`src/rtl/rhsd_seq_pkg.sv`:
```
// rhsd_seq_pkg: shared state encoding and width helper for the ripple half-subtractor decrementer.
package rhsd_seq_pkg;

    typedef enum logic [1:0] {
        IDLE = 2'd0,
        RUN  = 2'd1,
        DONE = 2'd2
    } state_t;

    // ceil(log2(v)), never less than 1 so a single-chunk build still has an index bit
    function automatic int clog2_min1(input int v);
        int r;
        r = 0;
        while ((1 << r) < v) r++;
        return (r < 1) ? 1 : r;
    endfunction

endpackage

```
`src/rtl/rhsd_seq_rhsc.sv`:
```
// rhsc: combinational K-bit ripple half-subtractor chunk (D = A - B_IN, B_OUT = chunk underflow).
module rhsc #(
    parameter int K = 2
) (
    input  logic [K-1:0] A,
    input  logic         B_IN,
    output logic [K-1:0] D,
    output logic         B_OUT
);

    logic [K:0] w_b;

    assign w_b[0] = B_IN;

    for (genvar i = 0; i < K; i++) begin : g_bit
        assign D[i]       = A[i] ^ w_b[i];
        assign w_b[i + 1] = ~A[i] & w_b[i];
    end

    assign B_OUT = w_b[K];

endmodule

```
`src/rtl/rhsd_seq.sv`:
```
// rhsd_seq: sequential decrementer, DIFF = A - B_IN processed K bits per cycle behind valid/ready.
// Define RHSD_SATURATE_EN to clamp an underflowing result to zero instead of wrapping.
module rhsd_seq
    import rhsd_seq_pkg::*;
#(
    parameter int N = 8,
    parameter int K = 2
) (
    input  logic         CLK,
    input  logic         RST,
    input  logic         IN_VALID,
    output logic         IN_READY,
    input  logic [N-1:0] A,
    input  logic         B_IN,
    output logic         OUT_VALID,
    input  logic         OUT_READY,
    output logic [N-1:0] DIFF,
    output logic         BORROW_OUT
);

    localparam int M  = N / K;
    localparam int IW = clog2_min1(M);

    if (N % K != 0) begin : g_bad_width
        $error("rhsd_seq: N must be a multiple of K");
    end

    state_t          r_state;
    logic [N-1:0]    r_work;
    logic [IW-1:0]   r_idx;
    logic            r_b;
    logic [K-1:0]    w_a;
    logic [K-1:0]    w_d;
    logic            w_bo;
    logic [N-1:0]    w_next;
    logic [N-1:0]    w_res;
    logic            w_last;

    assign w_a    = r_work[r_idx * K +: K];
    assign w_last = (r_idx == IW'(M - 1));

    rhsc #(.K(K)) u_rhsc (
        .A     (w_a),
        .B_IN  (r_b),
        .D     (w_d),
        .B_OUT (w_bo)
    );

    always_comb begin
        w_next                  = r_work;
        w_next[r_idx * K +: K]  = w_d;
    end

`ifdef RHSD_SATURATE_EN
    assign w_res = w_bo ? '0 : w_next;
`else
    assign w_res = w_next;
`endif

    always_ff @(posedge CLK) begin
        if (RST) begin
            r_state    <= IDLE;
            r_work     <= '0;
            r_idx      <= '0;
            r_b        <= 1'b0;
            IN_READY   <= 1'b1;
            OUT_VALID  <= 1'b0;
            DIFF       <= '0;
            BORROW_OUT <= 1'b0;
        end else begin
            case (r_state)
                IDLE: if (IN_VALID) begin
                    r_work   <= A;
                    r_b      <= B_IN;
                    r_idx    <= '0;
                    IN_READY <= 1'b0;
                    r_state  <= RUN;
                end
                RUN: begin
                    r_work <= w_next;
                    r_b    <= w_bo;
                    r_idx  <= r_idx + IW'(1);
                    if (w_last) begin
                        DIFF       <= w_res;
                        BORROW_OUT <= w_bo;
                        OUT_VALID  <= 1'b1;
                        r_state    <= DONE;
                    end
                end
                DONE: if (OUT_READY) begin
                    OUT_VALID <= 1'b0;
                    IN_READY  <= 1'b1;
                    r_state   <= IDLE;
                end
                default: r_state <= IDLE;
            endcase
        end
    end

endmodule

```
`config.mk`:
```
export PLATFORM = sky130hd
export DESIGN_NAME = rhsd_seq
export DESIGN_NICKNAME = d
export VERILOG_FILES = /design/src/rtl/rhsd_seq_pkg.sv /design/src/rtl/rhsd_seq_rhsc.sv /design/src/rtl/rhsd_seq.sv
export SDC_FILE = /design/constraint.sdc
export NUM_CORES = 1
export LEC_CHECK = 0
export CAP_MARGIN = 15
export CELL_PAD_IN_SITES_DETAIL_PLACEMENT = 1
export CELL_PAD_IN_SITES_GLOBAL_PLACEMENT = 1
export CORE_MARGIN = 5
export CORE_UTILIZATION = 30
export DETAILED_ROUTE_END_ITERATION = 8
export HOLD_SLACK_MARGIN = 0.05
export PLACE_DENSITY_LB_ADDON = 0.1
export SYNTH_ARGS = -nofsm -noshare
export SYNTH_HDL_FRONTEND = slang
export SYNTH_HIERARCHICAL = 1
export SYNTH_SLANG_ARGS = --single-unit
```
`constraint.sdc`:
```
create_clock -name CLK -period 2.9 [get_ports CLK]
set_input_delay 0.58 -clock CLK [delete_from_list [all_inputs] [get_ports CLK]]
set_output_delay 0.58 -clock CLK [all_outputs]
set_load 0.1 [all_outputs]
```
==> reports/qor.csv <==
metric;value;unit
critical_path.max_stage_delay;0.54;ns
fillCellCount;515;
grt_usage;13.4;%
ys_seq_area_share;35.8;%
h-tree-depth;1;
n_antenna_cell;0;
grt_util_met3;2.11;%
crit_start;r_idx[0]$_SDFFE_PP0P_;
cts_buffers;3;
cts.sinks;24;
critical_path.endpoint;r_work[3]$_SDFFE_PP0P_;
synthesis.area;1340;sq um
overflow;0;
clk_pin_slew;0.10;ns
reg2reg_depth;8;
num_vias;1206;
grt_use_met1;16.7;%
antenna_found_initial;0;
die_x;76.9;microns
fp.dieH;76.9;microns
firstDrtPassIters;4;
finalMaxSlewViolations;0;
p_leak;0.613;nW
drv_cap;0;
setup_viol;0;
rsz0062_at_grt;false;
dp_hpwl;2.86;mm
netlist_instances;153;
grt_first_pass_wirelength;6.47;mm
fmax;0.427;GHz
hold_class;reg -> reg;
ys_warn_count;6;
grt_pass1_vias;1348;
worst_slew_margin_rel;56.5;%
cp.arrival;2.52;ns
required;3.08;ns
power;0.000854;W
syn-mean-instance-area;8.77;sq um
ctsHoldBuffers;0;
status;complete, no violations;
cts.path.max_buffers;2;
ant_nets;0;
finalWirelength;3.85;mm
num-nets-final;190;
critPathLaunchType;register;
coreArea;4350;sq um
slowest_stage;dfxtp_1;
area.growth.synth_to_final;20.9;%
tightestPinTransition;0.652;ns
timing.final.crit_period;2.34;ns
clock_skew;0.00662;ns
drive_gt1_share;13.0;%
port_buffers;23;
io_pins;24;
cts_resized;0;
crit_path_end_kind;register;
yosys.cell_types.count;33;
use_met2;22.9;%
place_congestion;0.803;
final_min_period_over_clock_period;80.7;%
vdd_drop_max;0.175;mV
grt_busiest_layer;met2;
drtIter0Drc;64;
grt_max_degree;22;
initial_core_util;30.8;%
r2r_start;r_idx[0]$_SDFFE_PP0P_;
path_max_fanout;9;
worstSkewPairLatency;0.28;ns
r2r_slack;0.56;ns
timing.rr.end;r_work[3]$_SDFFE_PP0P_;
post_drt_via_cell_ratio;5.46;
path_cells;mux4_2 -> inv_1 -> ha_1 -> ha_1 -> inv_1 -> and3b_1 -> a21oi_1 -> o32ai_1;
drc;0;
wl_per_cell;17.4;microns
post_cts_buffers;0;
dieArea;5910;sq um
critPathKind;reg -> reg;
fin_tns_setup;0;ns
cts_tree;yes;
cts_root_buf;clkbuf_8;
rows;24;
hold_viol_final;0;
syn_nets;173;
powerDensity;527;nW/um^2
ys_ff_latch;24;
## power by group
part | internal, W | switching, W
registers | 0.000349 | 0.0000256
clock network | 0.000185 | 0.000122
logic | 0.0000742 | 0.0000985
## synth_stat cells (all sizes together)
cell / instances / area, sq um
dfxtp: 24 / 480
a21oi: 20 / 100
inv: 16 / 60.1
nor2: 11 / 41.3
ha: 7 / 87.6
buf: 6 / 42.5
clkbuf: 6 / 23.8
o32ai: 6 / 52.6
nand2: 5 / 18.8
nand2b: 5 / 31.3
a211oi: 4 / 30.0
a221oi: 4 / 35.0
and3b: 4 / 35.0
nor3: 4 / 20.0
o32a: 4 / 40.0
nand3: 3 / 15.0
o21bai: 3 / 22.5
a311oi: 2 / 17.5
a31oi: 2 / 12.5
a32oi: 2 / 17.5
mux4: 2 / 45.0
nor2b: 2 / 12.5
nor3b: 2 / 15.0
o2bb2ai: 2 / 17.5
a2bb2oi: 1 / 8.76
mux2: 1 / 11.3
nand3b: 1 / 7.51
nor4b: 1 / 15.0
o21ba: 1 / 10.0
o22ai: 1 / 6.26
or2: 1 / 8.76
## area by class of cell
type	instances	area, sq um	area share (%)
Clock buffer	3	41.3	2.55
Clock inverter	1	30.0	1.85
Sequential cell	24	480	29.6
Inverter	16	60.1	3.70
Timing Repair Buffer	24	210	13.0
Multi-Input combinational cell	101	734	45.3
Tap cell	52	65.1	4.01
## critical path: cells and delay by family, from the launching register on
| kind | cells | cell delay (ns) |
|---|---|---|
| flops | 1 | 0.54 |
| mux | 1 | 0.54 |
| fa+ha+maj | 2 | 0.36 |
| compound gates | 2 | 0.34 |
| simple gates | 1 | 0.26 |
| buf+inv | 2 | 0.20 |
## sequential cells by signal (all words and copies together), names as in the netlist
| name | flops |
|---|---|
| BORROW_OUT | 1 |
| OUT_VALID | 1 |
| DIFF | 8 |
| r_idx | 2 |
| IN_READY | 1 |
| r_work | 8 |
| r_b | 1 |
| r_state | 2 |
## cell usage in the layout (no fill, tap or decap), types with 2 or more instances in the layout
| cell | netlist | final |
|---|---|---|
| dfxtp_1 | 24 | 24 |
| a21oi_1 | 20 | 20 |
| inv_1 | 16 | 16 |
| clkdlybuf4s50_1 | 0 | 12 |
| buf_4 | 0 | 12 |
| nor2_1 | 11 | 11 |
| ha_1 | 7 | 7 |
| o32ai_1 | 6 | 6 |
| nand2b_1 | 5 | 5 |
| nand2_1 | 5 | 5 |
| and3b_1 | 4 | 4 |
| a211oi_1 | 4 | 4 |
| a221oi_1 | 4 | 4 |
| nor3_1 | 4 | 4 |
| o32a_1 | 4 | 4 |
| nand3_1 | 3 | 3 |
| o21bai_1 | 3 | 3 |
| clkbuf_8 | 0 | 3 |
| mux4_2 | 2 | 2 |
| nor3b_1 | 2 | 2 |
| nor2b_1 | 2 | 2 |
| a31oi_1 | 2 | 2 |
| a32oi_1 | 2 | 2 |
| o2bb2ai_1 | 2 | 2 |
| a311oi_1 | 2 | 2 |
## layer usage
layer	vias up	wire [microns]
met2	25	1850
met4	0	68
li1	590	-
met5	-	0
met3	7	145
met1	584	1780
## metrics by stage
stage	hold slack, ns	setup WS [ns]	std cells	util [%]	instance area (sq um)
after floorplan	0.427	0.818	153	-	1340
after global placement	0.443	0.711	217	35.6	1550
after detailed placement	0.454	0.597	217	35.6	1550
after CTS	0.468	0.567	221	37.2	1620
after global routing	0.495	0.413	221	37.2	1620
final	0.459	0.560	221	37.2	1620
## logic make-up after synthesis
kind of cell	share of synthesized area, %
buf+inv	9.42
compound gates	27.6
flops	35.8
simple gates	16.4
fa+ha+maj	6.53
mux	4.20
## worst min-delay path by stage
stage | start | endpoint | cells past startpoint
after floorplan | r_work[6]$_SDFFE_PP0P_ | r_work[6]$_SDFFE_PP0P_ | 1
after global placement | BORROW_OUT$_SDFFE_PP0P_ | BORROW_OUT$_SDFFE_PP0P_ | 2
after detailed placement | DIFF[6]$_SDFFE_PP0P_ | DIFF[6]$_SDFFE_PP0P_ | 2
after CTS | DIFF[6]$_SDFFE_PP0P_ | DIFF[6]$_SDFFE_PP0P_ | 2
after global routing | DIFF[6]$_SDFFE_PP0P_ | DIFF[6]$_SDFFE_PP0P_ | 2
final | BORROW_OUT$_SDFFE_PP0P_ | BORROW_OUT$_SDFFE_PP0P_ | 2
Power figures use the tool's default switching activity.
